## src/rtl/alu_pkg.sv

```systemverilog
// Shared opcode encodings and opcode classification helpers for the ALU issue logic.
package alu_pkg;

  localparam logic [3:0] OP_ADD = 4'd0;
  localparam logic [3:0] OP_SUB = 4'd1;
  localparam logic [3:0] OP_MUL = 4'd2;
  localparam logic [3:0] OP_SRA = 4'd3;
  localparam logic [3:0] OP_NOP = 4'hF;

  // Per-op bookkeeping that travels alongside the ALU in the shadow pipeline.
  typedef struct packed {
    logic v;
    logic carry_en;
    logic err;
  } shadow_flags_t;

  function automatic logic is_carry_op(input logic [3:0] opcode);
    return (opcode == OP_ADD) || (opcode == OP_SUB);
  endfunction

  function automatic logic is_legal_op(input logic [3:0] opcode);
    return opcode <= OP_SRA;
  endfunction

endpackage

```

## src/rtl/alu_sync_fifo.sv

```systemverilog
// Single-clock FIFO with combinational head read; push while full is accepted only with a pop.
module alu_sync_fifo #(
  parameter int WIDTH = 8,
  parameter int DEPTH = 4
) (
  input  logic                     clk,
  input  logic                     rst,
  input  logic                     push,
  input  logic                     pop,
  input  logic [WIDTH-1:0]         wdata,
  output logic [WIDTH-1:0]         rdata,
  output logic                     full,
  output logic                     empty,
  output logic [$clog2(DEPTH):0]   count
);

  localparam int PW = $clog2(DEPTH);

  logic [WIDTH-1:0] mem_q [DEPTH];
  logic [PW-1:0]    wr_ptr_q, wr_ptr_d;
  logic [PW-1:0]    rd_ptr_q, rd_ptr_d;
  logic [PW:0]      count_q, count_d;
  logic             do_push, do_pop;

  assign full  = (count_q == (PW+1)'(DEPTH));
  assign empty = (count_q == '0);
  assign count = count_q;
  assign rdata = mem_q[rd_ptr_q];

  always_comb begin
    do_pop   = pop && !empty;
    do_push  = push && (!full || do_pop);
    wr_ptr_d = wr_ptr_q;
    rd_ptr_d = rd_ptr_q;
    count_d  = count_q;
    if (do_push) wr_ptr_d = wr_ptr_q + PW'(1);
    if (do_pop)  rd_ptr_d = rd_ptr_q + PW'(1);
    if (do_push && !do_pop)      count_d = count_q + (PW+1)'(1);
    else if (!do_push && do_pop) count_d = count_q - (PW+1)'(1);
  end

  always_ff @(posedge clk) begin
    if (rst) begin
      wr_ptr_q <= '0;
      rd_ptr_q <= '0;
      count_q  <= '0;
    end else begin
      wr_ptr_q <= wr_ptr_d;
      rd_ptr_q <= rd_ptr_d;
      count_q  <= count_d;
    end
  end

  always_ff @(posedge clk) begin
    if (do_push) mem_q[wr_ptr_q] <= wdata;
  end

endmodule

```

## src/rtl/alu_op_sequencer.sv

```systemverilog
// Issue stage for the pipelined ALU: buffers requests, issues with result-FIFO credits,
// tracks ALU latency in a shadow pipeline and returns tagged responses in order.
module alu_op_sequencer
  import alu_pkg::*;
#(
  parameter int WIDTH     = 16,
  parameter int TAG_W     = 4,
  parameter int CMD_DEPTH = 4,
  parameter int RES_DEPTH = 4,
  parameter int ALU_LAT   = 2
) (
  input  logic             clk,
  input  logic             rst,
  input  logic             cmd_valid,
  output logic             cmd_ready,
  input  logic [3:0]       cmd_opcode,
  input  logic [WIDTH-1:0] cmd_a,
  input  logic [WIDTH-1:0] cmd_b,
  input  logic [4:0]       cmd_shift,
  input  logic [TAG_W-1:0] cmd_tag,
  output logic [3:0]       alu_opcode,
  output logic [WIDTH-1:0] alu_input1,
  output logic [WIDTH-1:0] alu_input2,
  output logic [4:0]       alu_shiftValue,
  input  logic [WIDTH-1:0] alu_result,
  input  logic             alu_carry,
  output logic             rsp_valid,
  input  logic             rsp_ready,
  output logic [WIDTH-1:0] rsp_result,
  output logic             rsp_carry,
  output logic             rsp_err,
  output logic [TAG_W-1:0] rsp_tag,
  output logic             busy
);

  localparam int CMD_W = 4 + 2*WIDTH + 5 + TAG_W;
  localparam int RES_W = WIDTH + 2 + TAG_W;
  localparam int CCW   = $clog2(CMD_DEPTH) + 1;
  localparam int RCW   = $clog2(RES_DEPTH) + 1;
  localparam int IFW   = $clog2(ALU_LAT) + 1;

  // Command FIFO
  logic             cmd_push, cmd_full, cmd_empty;
  logic [CCW-1:0]   cmd_count;
  logic [CMD_W-1:0] cmd_wdata, cmd_head;
  logic [3:0]       head_opcode;
  logic [WIDTH-1:0] head_a, head_b;
  logic [4:0]       head_shift;
  logic [TAG_W-1:0] head_tag;

  // Result FIFO
  logic             res_push, res_pop, res_full, res_empty;
  logic [RCW-1:0]   res_count;
  logic [RES_W-1:0] res_wdata, res_head;

  // Issue and shadow pipeline
  logic             issue;
  int               res_after_pop;
  logic [3:0]       alu_opcode_q, alu_opcode_d;
  logic [WIDTH-1:0] alu_a_q, alu_a_d, alu_b_q, alu_b_d;
  logic [4:0]       alu_shift_q, alu_shift_d;
  logic [IFW-1:0]   inflight_q, inflight_d;
  shadow_flags_t    sh_q [ALU_LAT+1];
  shadow_flags_t    sh_d [ALU_LAT+1];
  logic [TAG_W-1:0] sh_tag_q [ALU_LAT+1];
  logic [TAG_W-1:0] sh_tag_d [ALU_LAT+1];
  logic             cap_v;
  logic             unused_sigs;

  assign cmd_ready = !cmd_full && !rst;
  assign cmd_push  = cmd_valid && cmd_ready;
  assign cmd_wdata = {cmd_opcode, cmd_a, cmd_b, cmd_shift, cmd_tag};
  assign {head_opcode, head_a, head_b, head_shift, head_tag} = cmd_head;

  alu_sync_fifo #(
    .WIDTH (CMD_W),
    .DEPTH (CMD_DEPTH)
  ) u_cmd_fifo (
    .clk   (clk),
    .rst   (rst),
    .push  (cmd_push),
    .pop   (issue),
    .wdata (cmd_wdata),
    .rdata (cmd_head),
    .full  (cmd_full),
    .empty (cmd_empty),
    .count (cmd_count)
  );

  // Stage 0 rides alongside the alu_* register; stage ALU_LAT lines up with alu_result.
  assign cap_v     = sh_q[ALU_LAT].v;
  assign res_push  = cap_v;
  assign res_wdata = {alu_result, alu_carry & sh_q[ALU_LAT].carry_en,
                      sh_q[ALU_LAT].err, sh_tag_q[ALU_LAT]};
  assign res_pop   = rsp_valid && rsp_ready;

  alu_sync_fifo #(
    .WIDTH (RES_W),
    .DEPTH (RES_DEPTH)
  ) u_res_fifo (
    .clk   (clk),
    .rst   (rst),
    .push  (res_push),
    .pop   (res_pop),
    .wdata (res_wdata),
    .rdata (res_head),
    .full  (res_full),
    .empty (res_empty),
    .count (res_count)
  );

  assign rsp_valid = !res_empty;
  assign {rsp_result, rsp_carry, rsp_err, rsp_tag} = res_head;
  assign busy = (cmd_count != '0) || (inflight_q != '0) || !res_empty;

  // The credit rule alone prevents result overflow, so full is never consulted.
  assign unused_sigs = res_full;

  assign alu_opcode     = alu_opcode_q;
  assign alu_input1     = alu_a_q;
  assign alu_input2     = alu_b_q;
  assign alu_shiftValue = alu_shift_q;

  always_comb begin
    res_after_pop = int'(res_count) - int'(res_pop);
    issue = !cmd_empty && ((int'(inflight_q) + res_after_pop) < RES_DEPTH);

    alu_opcode_d = issue ? head_opcode : OP_NOP;
    alu_a_d      = issue ? head_a      : alu_a_q;
    alu_b_d      = issue ? head_b      : alu_b_q;
    alu_shift_d  = issue ? head_shift  : alu_shift_q;

    inflight_d = inflight_q;
    if (issue && !cap_v)      inflight_d = inflight_q + IFW'(1);
    else if (!issue && cap_v) inflight_d = inflight_q - IFW'(1);

    sh_d[0].v        = issue;
    sh_d[0].carry_en = is_carry_op(head_opcode);
    sh_d[0].err      = !is_legal_op(head_opcode);
    sh_tag_d[0]      = head_tag;
    for (int i = 1; i <= ALU_LAT; i++) begin
      sh_d[i]     = sh_q[i-1];
      sh_tag_d[i] = sh_tag_q[i-1];
    end
  end

  always_ff @(posedge clk) begin
    if (rst) begin
      alu_opcode_q <= OP_NOP;
      alu_a_q      <= '0;
      alu_b_q      <= '0;
      alu_shift_q  <= '0;
      inflight_q   <= '0;
      for (int i = 0; i <= ALU_LAT; i++) begin
        sh_q[i]     <= '0;
        sh_tag_q[i] <= '0;
      end
    end else begin
      alu_opcode_q <= alu_opcode_d;
      alu_a_q      <= alu_a_d;
      alu_b_q      <= alu_b_d;
      alu_shift_q  <= alu_shift_d;
      inflight_q   <= inflight_d;
      for (int i = 0; i <= ALU_LAT; i++) begin
        sh_q[i]     <= sh_d[i];
        sh_tag_q[i] <= sh_tag_d[i];
      end
    end
  end

endmodule
```

## config.mk

```make
export PLATFORM = sky130hd
export DESIGN_NAME = alu_op_sequencer
export DESIGN_NICKNAME = d
export VERILOG_FILES = /design/src/rtl/alu_pkg.sv /design/src/rtl/alu_sync_fifo.sv /design/src/rtl/alu_op_sequencer.sv
export SDC_FILE = /design/constraint.sdc
export NUM_CORES = 1
export LEC_CHECK = 0
export ABC_CLOCK_PERIOD_IN_PS = 4480
export CAP_MARGIN = 20
export CELL_PAD_IN_SITES_DETAIL_PLACEMENT = 1
export CELL_PAD_IN_SITES_GLOBAL_PLACEMENT = 1
export CORE_MARGIN = 2
export CORE_UTILIZATION = 25
export DETAILED_ROUTE_END_ITERATION = 10
export PLACE_DENSITY_LB_ADDON = 0.3
export SYNTH_ARGS = -nofsm -noshare
export SYNTH_HDL_FRONTEND = slang
export SYNTH_SLANG_ARGS = --single-unit
```

## constraint.sdc

```tcl
create_clock -name clk -period 4.48 [get_ports clk]
set_clock_uncertainty 0.1 [all_clocks]
set_input_delay 1.344 -clock clk [delete_from_list [all_inputs] [get_ports clk]]
set_output_delay 1.344 -clock clk [all_outputs]
set_load 0.05 [all_outputs]
```

# Word level (Yosys, flattened, before mapping)

Memory sizes are Yosys's and may differ from the RTL's. A register that Yosys moved wholly into a read port is not among the register bits.
Index checks and enable logic that the tools add are counted.

RAM bits: 289
Memories kept: 4
Word-level logic and storage cells: 103
Bits in registers: 57

Memory list:

| name             | depth | bits a word | read ports | clocked after Yosys merged registers in | wr ports | line                   | source |
|---|---|---|---|---|---|---|---|
| u_cmd_fifo.mem_q | 4     | 45          | 1          | 1                                       | 1        | alu_sync_fifo.sv:19    | `logic [WIDTH-1:0] mem_q [DEPTH];` |
| u_res_fifo.mem_q | 4     | 22          | 1          | 1                                       | 1        | alu_sync_fifo.sv:19    |  |
| sh_tag_q         | 3     | 4           | 3          | 0                                       | 3        | alu_op_sequencer.sv:65 | `logic [TAG_W-1:0] sh_tag_q [ALU_LAT+1];` |
| sh_q             | 3     | 3           | 3          | 0                                       | 3        | alu_op_sequencer.sv:63 | `shadow_flags_t sh_q [ALU_LAT+1];` |

Bitwise gates (word level): 8
Multiplexer cells: 23
Reductions and logical operators: 40
$add $sub $neg: 12
Equality and inequality tests: 3
Magnitude comparators: 2

Operators with widths:

| operator              | count |
|---|---|
| $mux W3               | 7 |
| $logic_and A1 B1 Y1   | 14 |
| $logic_not A1 Y1      | 12 |
| $mux W2               | 6 |
| $mux W4               | 3 |
| $add A2 B1 Y2 const B | 5 |
| $reduce_bool A2 Y1    | 4 |
| $mux W1               | 7 |
| $add A3 B1 Y3 const B | 2 |
| $eq A3 B3 Y1 const B  | 2 |
| $logic_not A3 Y1      | 2 |
| $or A1 B1 Y1          | 6 |
| $sub A3 B1 Y3 const B | 2 |
| $add A3 B4 Y5         | 1 |
| $logic_or A1 B1 Y1    | 5 |
| $lt A5 B4 Y1 const B  | 1 |
| $eq A4 B1 Y1 const B  | 1 |
| $le A4 B2 Y1 const B  | 1 |
| $logic_not A4 Y1      | 1 |
| $sub A3 B1 Y4         | 1 |
| $reduce_bool A3 Y1    | 1 |
| $reduce_or A2 Y1      | 1 |
| $sub A2 B1 Y2 const B | 1 |
| $and A1 B1 Y1         | 1 |
| $not A1 Y1            | 1 |

# Depth between registers and ports, before layout

Gate-level depths: netlist (run 1).

Depth in word-level cells: 14
Mapped depth: 18
Depth with buffers taken out: 18

# By module

Synthesis (run 1) repeated with hierarchy kept, for this count alone.

Cells, all modules: 688
Area, all modules: 13277.7 µm²

Modules (own cells, without submodules):

| module                     | area an instance (µm²) | instances | cells an instance |
|---|---|---|---|
| alu_sync_fifo (u_cmd_fifo) | 7018.0                 | 1         | 283 |
| alu_sync_fifo (u_res_fifo) | 3681.0                 | 1         | 162 |
| alu_op_sequencer           | 2578.7                 | 1         | 243 |

# Worst setup path before layout (run 1)

Ideal clock, no wire load.

Path type: input to register
Start: in rsp_ready
End: reg u_cmd_fifo.count_q[2] (netlist: u_cmd_fifo.count[2])
Path slack: 0.366 ns
Arrival time: 3.944 ns
Stages: 16
Setup time: 0.071 ns
Data required time: 4.309 ns
Cell sequence: nand2_1 > inv_1 > ha_1 > ha_1 > inv_1 > ha_1 > and3b_4 > o21a_2 > nor3_4 > inv_2 > ha_1 > inv_1 > fa_1 > xor2_1 > or3_1 > a21oi_1

Longest elaborated chain between the ends: 11
Elaborated cells between the ends (all ways): 14
Those cells by class: 2 x add/sub; 1 x order compare; 1 x mux; 10 x reduce/logical

Ends and longest elaborated chain:

| item                         | line                    | source |
|---|---|---|
| start, declared              | alu_op_sequencer.sv:28  | `input logic rsp_ready,` |
| $logic_and A1 B1 Y1 *        | alu_op_sequencer.sv:95  | `assign res_pop = rsp_valid && rsp_ready;` |
| $sub A3 B1 Y4 *              | alu_op_sequencer.sv:125 | `res_after_pop = int'(res_count) - int'(res_pop);` |
| $add A3 B4 Y5 *              | alu_op_sequencer.sv:126 | `issue = !cmd_empty && ((int'(inflight_q) + res_after_pop) < RES_DEPTH);` |
| $lt A5 B4 Y1 *               | alu_op_sequencer.sv:126 |  |
| $logic_and A1 B1 Y1 *        | alu_op_sequencer.sv:126 |  |
| net issue                    | alu_op_sequencer.sv:57  | `logic issue;` |
| $logic_and A1 B1 Y1 *        | alu_sync_fifo.sv:31     | `do_pop = pop && !empty;` |
| $logic_or A1 B1 Y1           | alu_sync_fifo.sv:32     | `do_push = push && (!full \|\| do_pop);` |
| $logic_and A1 B1 Y1          | alu_sync_fifo.sv:32     |  |
| $logic_not A1 Y1             | alu_sync_fifo.sv:39     | `else if (!do_push && do_pop) count_d = count_q - (PW+1)'(1);` |
| $logic_and A1 B1 Y1          | alu_sync_fifo.sv:39     |  |
| $reduce_bool A2 Y1 (no line) | n/a                     |  |
| end signal, assigned         | alu_sync_fifo.sv:50     | `count_q <= count_d;` |
| end, declared                | alu_sync_fifo.sv:22     | `logic [PW:0] count_q, count_d;` |

Mark *: on every way through the listed nets, which the timed path passes. The rest lies on a longest branch.
A chain may end at the register's enable or synchronous reset.

==> results.ini, run 1 <==
[clocking]
path_clk_slew_ns = 0.06
cts.sinks = 350
clock_path_buffers = 3
root_buffer = clkbuf_16
cts_setup_buffers = 0
cts_resized = 0
hold_buffers = 0
numCtsBuffers = 40
clock_latency_ns = 0.56
h-tree-depth = 2
cts_tree = done

[sta]
maxSlewViolCount = 0
setup_slack_ns = 0.429
worst_slew_pin_slew_ns = 1.06
setup_viol = 0
rsz0062_at_grt = no
fin_hold_ws_ns = 0.334
finalCriticalPeriod_ns = 4.05
fin_crit_sh = 0.904
fmax_mhz = 247
hold_violations = 0
fin_tns_setup_ns = 0
max-slew-margin-rel = 0.290

[power]
power.leakage_nw = 5.43
powerDensity_nw_per_um2 = 655
p_total_mw = 10.9
ir_drop_mv = 0.345

[layout]
area_delta_synth_final_pct = 28.1
design_area_um2 = 16700
nFillCells = 5250
area.sequential_um2 = 9700
multi_input_area_um2 = 3100
stdcell_count = 1576
num_antenna_cells = 0
finish.utilization = 0.325
layout.nets = 946
final_layout_size_suffix_gt1_frac = 0.205

[yosys]
ys_seq_elements = 350
synth_nets = 786
dominantRegCellSynth = edfxtp_1
synth_top_cell_area_share = 0.617
synth_edf_count = 268
synth_seq_area_share = 0.743
synth_warnings = 0
yosys.area.top_type = edfxtp_1
ys_async_sr_fraction = 0
syn_area_per_cell_um2 = 18.5
synth_cell_types = 39
syn-cell-area_um2 = 13000
synth.area.top_cells = edfxtp_1, dfxtp_1, mux4_2
synth_most_common_cell = edfxtp_1
syn_inst = 704
synthTopCellsByCount = edfxtp_1, dfxtp_1, mux4_2, a21oi_1, o31ai_1

[global_route]
grt_pass1_vias = 7543
grt_max_degree = 64
gr-total-overflow = 0
grt_pass1_wl_um = 47300
track_usage = 0.117
antenna_found_initial = 4

[die]
die_h_um = 232
start_util = 0.254
rows = 83
num_io_pins = 132
coreArea_um2 = 51400
die_x_um = 232
dieArea_um2 = 54000

[worst_setup_path]
crit_arrival_ns = 2.61
start_kind = flop
crit_fanout = 22
rrSetupSlack_ns = 0.79
critPathKind = reg2out
reg2reg_from = u_res_fifo.count[2]
required_ns = 3.04
end_kind = output pin

[drt]
wl_per_cell_um = 19.8
viasPerCell = 4.44
ant_nets = 0
drc = 0
vias = 6994
routed_wl_um = 31200
dr.pass1.iters = 4
drt_iter0_drc = 411

[run]
drv_cap = 0

[placed_design]
gp_congestion = 0.688
placed_cells = 1501
placed_area_um2 = 15300
dp_hpwl_um = 18000
post-place-ws_ns = -0.131
portBuffers = 131

[min_path]
holdCritStartpoint = sh_tag_q[0][5]
hp-class = reg2reg

[status]
status = completed

cell families (layout without fill, tap and decap cells):
kind of cell               Yosys count  in the layout  share of synthesized area
xor gates and xnor gates            10             10                    0.00672
AOI/OAI and AO/OA                   93             93                     0.0472
buffers and inverters               63            255                     0.0216
and+or+nand+nor                    102            102                     0.0467
muxes                               70             70                      0.118
DFF                                350            350                      0.743
adders and majority gates           16             16                     0.0165
layout make-up:
class	instances	area share
clock buffers	53	0.0683
clock inverters	21	0.0114
inverters	16	0.00360
multi-input cells	291	0.186
flip-flops and latches	350	0.580
well taps	680	0.0509
repair buffers	165	0.0998
final timing paths:
kind,endpoint,cells past startpoint
max,rsp_tag[0],3
min,sh_tag_q[0][9],1
max reg2reg,u_cmd_fifo.count[2],18
min reg2reg,sh_tag_q[0][9],1
power breakdown:
group	total (mW)	switching, mW	internal [mW]
Combinational	3.50	2.17	1.33
Clock	3.26	1.34	1.92
Sequential	4.17	0.308	3.87
state kept, by name (all words and copies together), names as in the netlist, named ones only:
register / cells
u_cmd_fifo.wr_ptr_q: 2
u_cmd_fifo.mem_q: 180
alu_input1: 16
alu_input2: 16
u_res_fifo.wr_ptr_q: 2
alu_shiftValue: 5
u_cmd_fifo.rd_ptr_q: 2
alu_opcode: 4
u_cmd_fifo.count: 3
sh_q: 9
sh_tag_q: 12
inflight_q: 2
u_res_fifo.count: 3
u_res_fifo.mem_q: 88
u_res_fifo.rd_ptr_q: 2
cell usage in the layout (no fill, tap or decap), types with 7 or more instances in the layout:
cell type        count
xor2_1               7
dfxtp_1             79
buf_12               7
inv_1               15
buf_4               29
nor2b_1             18
a21oi_1             43
o31ai_1             39
nor2_1              16
clkdlybuf4s50_1    128
or3_1                7
nand4_1             38
ha_1                14
clkbuf_8             7
edfxtp_1           268
clkbuf_16           41
mux4_2              67
critical path, stage by stage (launching register included):
cell and delay, ns:
dfxtp_2 0.31, buf_4 0.40, mux4_2 0.59, clkdlybuf4s50_1 0.73
routing by layer:
metal,wire (um),vias to the layer above,track usage
li1,-,3154,-
met1,13400,3602,0.149
met2,14700,171,0.187
met3,2340,59,0.0390
met4,678,8,0.0391
met5,51,-,0
No activity file was read; power rests on OpenSTA's default activity.
==> inputs of run 2 (changes only) <==
--- a/config.mk
+++ b/config.mk
@@ -12,7 +12,9 @@
 export CORE_MARGIN = 2
 export CORE_UTILIZATION = 25
 export DETAILED_ROUTE_END_ITERATION = 10
+export HOLD_SLACK_MARGIN = 0.15
 export PLACE_DENSITY_LB_ADDON = 0.3
+export SLEW_MARGIN = 5
 export SYNTH_ARGS = -nofsm -noshare
 export SYNTH_HDL_FRONTEND = slang
 export SYNTH_SLANG_ARGS = --single-unit
==> results of run 2 <==
The final DEF is identical to that of run 1; final timing and power are the same.
==> inputs of run 3 (changes only) <==
--- a/config.mk
+++ b/config.mk
@@ -6,7 +6,6 @@
 export NUM_CORES = 1
 export LEC_CHECK = 0
 export ABC_CLOCK_PERIOD_IN_PS = 4480
-export CAP_MARGIN = 20
 export CELL_PAD_IN_SITES_DETAIL_PLACEMENT = 1
 export CELL_PAD_IN_SITES_GLOBAL_PLACEMENT = 1
 export CORE_MARGIN = 2
==> run 3 against run 2 <==
  * Non-clock buffer count down 1
  * Register-to-register slack about the same
  * Combinational power down 2%
  * Setup slack worse by 0.0016 ns
  * Core utilization down 0.054 points
  * Sequential cell count unchanged
  * First-iteration DRC count down 3.4%
  * Power down 0.20%
  * Die area unchanged
  * Count of clock-buffer cells in the layout unchanged
  * Final cell count about the same
  * Global-route usage unchanged
==> results.ini, run 3 (synthesis gave the netlist of run 1 again) <==
[clocking]
cts_tree = done
path_clk_slew_ns = 0.06
cts.sinks = 350
numCtsBuffers = 40
h-tree-depth = 2
root_buffer = clkbuf_16
clock_path_buffers = 3
hold_buffers = 0
cts_resized = 0
cts_setup_buffers = 0
clock_latency_ns = 0.56

[sta]
fin_crit_sh = 0.905
setup_viol = 0
fin_tns_setup_ns = 0
hold_violations = 0
fmax_mhz = 247
rsz0062_at_grt = no
finalCriticalPeriod_ns = 4.05
worst_slew_pin_slew_ns = 1.06
maxSlewViolCount = 0
fin_hold_ws_ns = 0.334
setup_slack_ns = 0.427
max-slew-margin-rel = 0.292

[worst_setup_path]
rr_endpoint = u_cmd_fifo.count[2]
reg2reg_from = u_res_fifo.count[2]
rrSetupSlack_ns = 0.79
start_kind = flop
end_kind = output pin
crit_arrival_ns = 2.61
cp_slowest_stage_delay_ns = 0.73
critPathKind = reg2out
cp_slowest_cell = clkdlybuf4s50_1
rr_worst_depth = 18
required_ns = 3.04
crit_fanout = 22
crit_path_cell_trace = buf_4, mux4_2, clkdlybuf4s50_1

[placed_design]
placed_area_um2 = 15300
dp_hpwl_um = 18000
portBuffers = 131
post-place-ws_ns = -0.131
placed_cells = 1501
gp_congestion = 0.688

[drt]
viasPerCell = 4.43
dr.pass1.iters = 4
ant_nets = 0
drc = 0
wl_per_cell_um = 19.9
drt_iter0_drc = 397
routed_wl_um = 31300
vias = 6971

[power]
ir_drop_mv = 0.346
powerDensity_nw_per_um2 = 655
power.leakage_nw = 5.42
p_total_mw = 10.9

[global_route]
grt_pass1_vias = 7543
track_usage = 0.117
gr-total-overflow = 0
grt_max_degree = 64
grt_pass1_wl_um = 47300
antenna_found_initial = 4

[layout]
largest_reg_flops = 180
stdcell_count = 1575
regMostFlops = u_cmd_fifo.mem_q
layout_common_cells = edfxtp_1, clkdlybuf4s50_1, dfxtp_1
final_layout_size_suffix_gt1_frac = 0.204
area.sequential_um2 = 9700
layout.nets = 945
finish.utilization = 0.324
area_delta_synth_final_pct = 27.9
multi_input_area_um2 = 3100
reg_top3 = u_cmd_fifo.mem_q: 180 flops, u_res_fifo.mem_q: 88 flops
nFillCells = 5252
num_antenna_cells = 0
final_common_cell = edfxtp_1
design_area_um2 = 16700

[die]
rows = 83
start_util = 0.254
die_h_um = 232
coreArea_um2 = 51400
die_x_um = 232
num_io_pins = 132
dieArea_um2 = 54000

[min_path]
hold_depth = 1
hp-class = reg2reg
holdCritStartpoint = sh_tag_q[0][5]
holdPathEnd = sh_tag_q[0][9]

[run]
drv_cap = 0

[status]
status = completed

==> run 3: changes by cell type in the layout (fill, tap and decap cells not counted) <==
cell / change
buf_16: -1
==> run 3: routing by layer <==
layer / wire, um / track usage / vias up
met2: 14700 / 0.187 / 169
met3: 2290 / 0.0390 / 59
met1: 13500 / 0.149 / 3586
met5: 51 / 0 / -
li1: - / - / 3149
met4: 678 / 0.0391 / 8
==> run 3: power breakdown <==
group	internal (mW)	leakage, nW	total, mW	switching [mW]
clock	1.92	0.653	3.26	1.34
sequential	3.87	3.11	4.24	0.371
combinational	1.32	1.66	3.42	2.10
==> run 3: layout make-up <==
cell class	instances	area share
Clock buffer	53	0.0684
Clock inverter	21	0.0114
Inverter	16	0.00360
Multi-Input combinational cell	291	0.186
Sequential cell	350	0.581
Tap cell	680	0.0510
Timing Repair Buffer	164	0.0983
==> run 3: worst max-delay path, delay by kind of cell (launching register included) <==
kind / cells / cell delay [ns]
buffers and inverters: 2 / 1.13
multiplexers: 1 / 0.59
flip-flops: 1 / 0.31
==> run 3: worst max path at each step <==
stage                     slack, ns                  end       from  cells past startpoint
after floorplan                0.37  u_cmd_fifo.count[2]  rsp_ready                     16
after global placement        -0.07  u_cmd_fifo.count[2]  rsp_ready                     17
after detailed placement      -0.13  u_cmd_fifo.count[2]  rsp_ready                     17
after CTS                      0.33           rsp_tag[0]       flop                      3
after global routing           0.27           rsp_tag[0]       flop                      3
final                          0.43           rsp_tag[0]       flop                      3
==> variant 1, RTL diff (flow settings as in run 2) <==
Set the parameter `WIDTH` to 32 (it was 16).
--- a/src/rtl/alu_op_sequencer.sv
+++ b/src/rtl/alu_op_sequencer.sv
@@ -3,7 +3,7 @@
 module alu_op_sequencer
   import alu_pkg::*;
 #(
-  parameter int WIDTH     = 16,
+  parameter int WIDTH     = 32,
   parameter int TAG_W     = 4,
   parameter int CMD_DEPTH = 4,
   parameter int RES_DEPTH = 4,
Interface: changed (6 resized); port bits go from 132 to 228. No check against the original RTL was run, so the function may have changed too.
==> variant 1 against run 2 <==
Cell count up 62%. Critical path depth up 14. Design area grew 64%. Sequential share of layout area rose by 0.64 points. Sequential power grew 64%. Sequential cell count grew 224. Non-clock buffer count grew 109. Routed wire length rose by 77%. Area after synthesis is 63% higher. Total power grew 67%. Setup slack got worse by 140 ps. Synthesized cell count rose by 58%. Critical endpoint is now u_cmd_fifo.count[2].
==> variant 1: results (changes against run 2) <==
port_buffers: 227  # +73%
ys_seq_area_share_pct: 75.8  # +1.4 points
placed_cells: 2432  # +62%
placedInstanceArea_um2: 25200  # +64%
multi_input_area_um2: 4810  # +55%
drt-wirelength-per-cell_um: 21.6  # +9.1%
worst_slew_pin_slew_ps: 1020  # -45.1 ps
synth_common_cells: "460 x edfxtp_1, 115 x mux4_2, 114 x dfxtp_1"
cts_buffers: 67  # +68%
drive_gt1_share_pct: 20.5  # -0.057 points
synth_area_leaders: "edfxtp_1 65%, mux4_2 12%, dfxtp_1 11%, o31ai_1 2.5%, nand4_1 2.0%"
wl_met3_mm: 3.11  # +33%
yosys-mux-area-fraction_pct: 12.4  # +0.63 points
arrival_ps: 4620  # +2010 ps
drt_iter0_markers: 542  # +32%
grt_max_degree: 78  # +22%
dp_slack_ps: -318  # -187 ps
syn_avg_cell_area_um2: 19.2  # +3.4%
synth_fp_nets: 1239  # +58%
grt_pass1_vias: 12800  # +70%
synth_fa_ha_area_share_pct: 1.01  # -0.64 points
yosysUniqueCellTypes: 41  # +5.1%
clkLatencyLatePin_ps: 600  # +40 ps
synth_enable_flop_cells: 460  # +72%
fin_nets: 1497  # +58%
yosysWarnings: 0  # unchanged
hpwl_mm: 31.4  # +74%
grtUsageMet1_pct: 15.9  # +0.97 points
grt_pass1_wl_mm: 82.8  # +75%
status: "complete, no violations"
critPathTopFamily: "adder cells"
gp_congestion: 0.677  # -1.6%
grt_use_met3_pct: 3.23  # -0.67 points
synth_xor_area_share_pct: 0.412  # -0.26 points
largest_registers: "u_cmd_fifo.mem_q (308), u_res_fifo.mem_q (152)"
ctsHtreeMaxLevel: 3  # +1
grt_util_met2_pct: 21.9  # +3.2 points
gr-usage-all-layers_pct: 12.7  # +1.0 points
vias: 11400  # +64%
wl_met1_mm: 23.8  # +78%
crit_fanout: 3  # -86%
ir_drop_v: 0.000468  # +36%
num-fill-cells: 8498  # +62%
wl_met2_mm: 27.2  # +84%
synth_compound_area_share_pct: 4.64  # -0.081 points
grt_antenna_before_repair: 3  # -1
critPathMaxStageDelay_ps: 500  # -230 ps
layoutNonFillerInstCount: 2555  # +62%
[variant 1: changes by cell type after synthesis, sizes merged, moves of 2 or more]
cell	run 2	this run
edfxtp	268	460
mux4	67	115
clkbuf	23	64
dfxtp	82	114
nand4	38	69
o31ai	39	70
a21oi	43	73
buf	24	21
mux2	0	2
[variant 1: area by class of cell]
cell class	count	area share (%)
Clock buffer	88	6.77
Clock inverter	35	1.37
Inverter	15	0.205
Multi-Input combinational cell	435	17.5
Sequential cell	574	58.7
Tap cell	1134	5.17
Timing Repair Buffer	274	10.3
[variant 1: worst paths after layout]
check	startpoint	to	depth (start not counted)	slack (ps)
max	rsp_ready	u_cmd_fifo.count[2]	17	290
min reg2reg	sh_tag_q[0][4]	sh_tag_q[0][8]	1	340
min	sh_tag_q[0][4]	sh_tag_q[0][8]	1	340
max reg2reg	u_res_fifo.count[2]	u_cmd_fifo.count[2]	18	720
[variant 1: report_power, final]
group	switching [W]	internal, W
clock	0.00227	0.00321
combinational	0.00374	0.00220
sequential	0.000484	0.00636
==> variant 2, RTL diff (config.mk and constraints of run 2) <==
Without the edit above. Register the output `rsp_err`; this adds one clock of latency there. The other outputs are not delayed to match.
--- a/src/rtl/alu_op_sequencer.sv
+++ b/src/rtl/alu_op_sequencer.sv
@@ -38,6 +38,8 @@
   localparam int CCW   = $clog2(CMD_DEPTH) + 1;
   localparam int RCW   = $clog2(RES_DEPTH) + 1;
   localparam int IFW   = $clog2(ALU_LAT) + 1;
+
+  logic rsp_err_d;
 
   // Command FIFO
   logic             cmd_push, cmd_full, cmd_empty;
@@ -110,7 +112,7 @@
   );
 
   assign rsp_valid = !res_empty;
-  assign {rsp_result, rsp_carry, rsp_err, rsp_tag} = res_head;
+  assign {rsp_result, rsp_carry, rsp_err_d, rsp_tag} = res_head;
   assign busy = (cmd_count != '0) || (inflight_q != '0) || !res_empty;
 
   // The credit rule alone prevents result overflow, so full is never consulted.
@@ -168,4 +170,8 @@
     end
   end
 
+  always_ff @(posedge clk) begin
+    rsp_err <= rsp_err_d;
+  end
+
 endmodule
Formal check against the unedited RTL: not equivalent (a bounded check fails within 10 cycles, from zero or initial values and one cycle with rst high).
==> variant 2 against run 2 <==
Register-to-register slack improved by 30 ps. Design area unchanged. Core utilization decreased by 0.64 points. Total power fell by 0.39%. Cell count grew 0.82%. Via count down 0.81%. Largest power group unchanged. Critical path depth is the same. Routed wire length up 0.55%. Sequential cell count rose by 1. Area after synthesis grew 1.3%. Setup slack worse by 81 ps. Sequential power up 1%.
==> variant 2: results (changes against run 2) <==
status: "complete, no violations"
grt_use_met3_pct: 2.80  # -1.1 points
num-fill-cells: 5357  # +2.0%
placed_cells: 1514  # +0.87%
grt_pass1_wl_mm: 47.2  # about the same
wl_met1_mm: 13.4  # -0.33%
wl_mm: 31.4  # +0.55%
gr-usage-all-layers_pct: 11.6  # -0.12 points
seq_area_um2: 9720  # +0.21%
p_int_w: 0.00712  # about the same
grt_max_degree: 46  # -28%
vias_per_cell: 4.37  # -1.6%
hpwl_mm: 18.4  # +1.9%
worst_slew_pin_slew_ps: 961  # -104 ps
grtUsageMet1_pct: 14.3  # -0.66 points
grt_pass1_vias: 7612  # +0.91%
fin_nets: 950  # +0.42%
n_all_buffers: 168  # +1.8%
wl_met2_mm: 15.4  # +4.3%
power.share.clock_pct: 29.4  # -0.4 points
design_area_um2: 16700  # unchanged
grt_antenna_before_repair: 3  # -1
placedInstanceArea_um2: 15400  # +0.42%
ys_seq_area_share_pct: 73.5  # -0.81 points
drt-wirelength-per-cell_um: 19.8  # -0.27%
wl_met3_mm: 1.86  # -20%
synth_area_leaders: "edfxtp_1 61%, dfxtp_1 13%, mux4_2 11%, o31ai_1 2.2%, nand4_1 1.8%"
drive_gt1_share_pct: 20.4  # -0.091 points
gp_congestion: 0.670  # -2.5%
drt_iter0_markers: 394  # -4.1%
swShare_pct: 34.7  # -0.23 points
nonClkBufAreaFrac_pct: 10.0  # +0.045 points
variant 2: changes by cell type in the layout (fill, tap and decap cells not counted), sizes merged:
cell                  run 2  this run
clkinvlp                  2         3
dfxtp                    82        83
inv                      19        18
clkdlybuf4s50           128       130
buf                      37        38
diode                     0         1
variant 2: cell families (layout without fill, tap and decap cells):
logic type	count (synthesis)	after routing	synth area share, %
flip-flops	351	351	73.5
AND/OR/NAND/NOR	102	102	4.61
AO/OA/AOI/OAI	93	93	4.66
buffers and inverters	83	258	3.27
multiplexers	70	70	11.7
adder cells (fa/ha/maj)	16	16	1.63
XOR/XNOR	10	10	0.663
other	0	1	0
variant 2: worst paths after layout:
check | startpoint | to | slack (ps) | depth (start not counted)
min | sh_tag_q[0][4] | sh_tag_q[0][8] | 340 | 1
max reg2reg | u_res_fifo.count[2] | u_cmd_fifo.count[2] | 820 | 18
max | u_cmd_fifo.count[2] | busy | 350 | 3
min reg2reg | sh_tag_q[0][4] | sh_tag_q[0][8] | 340 | 1
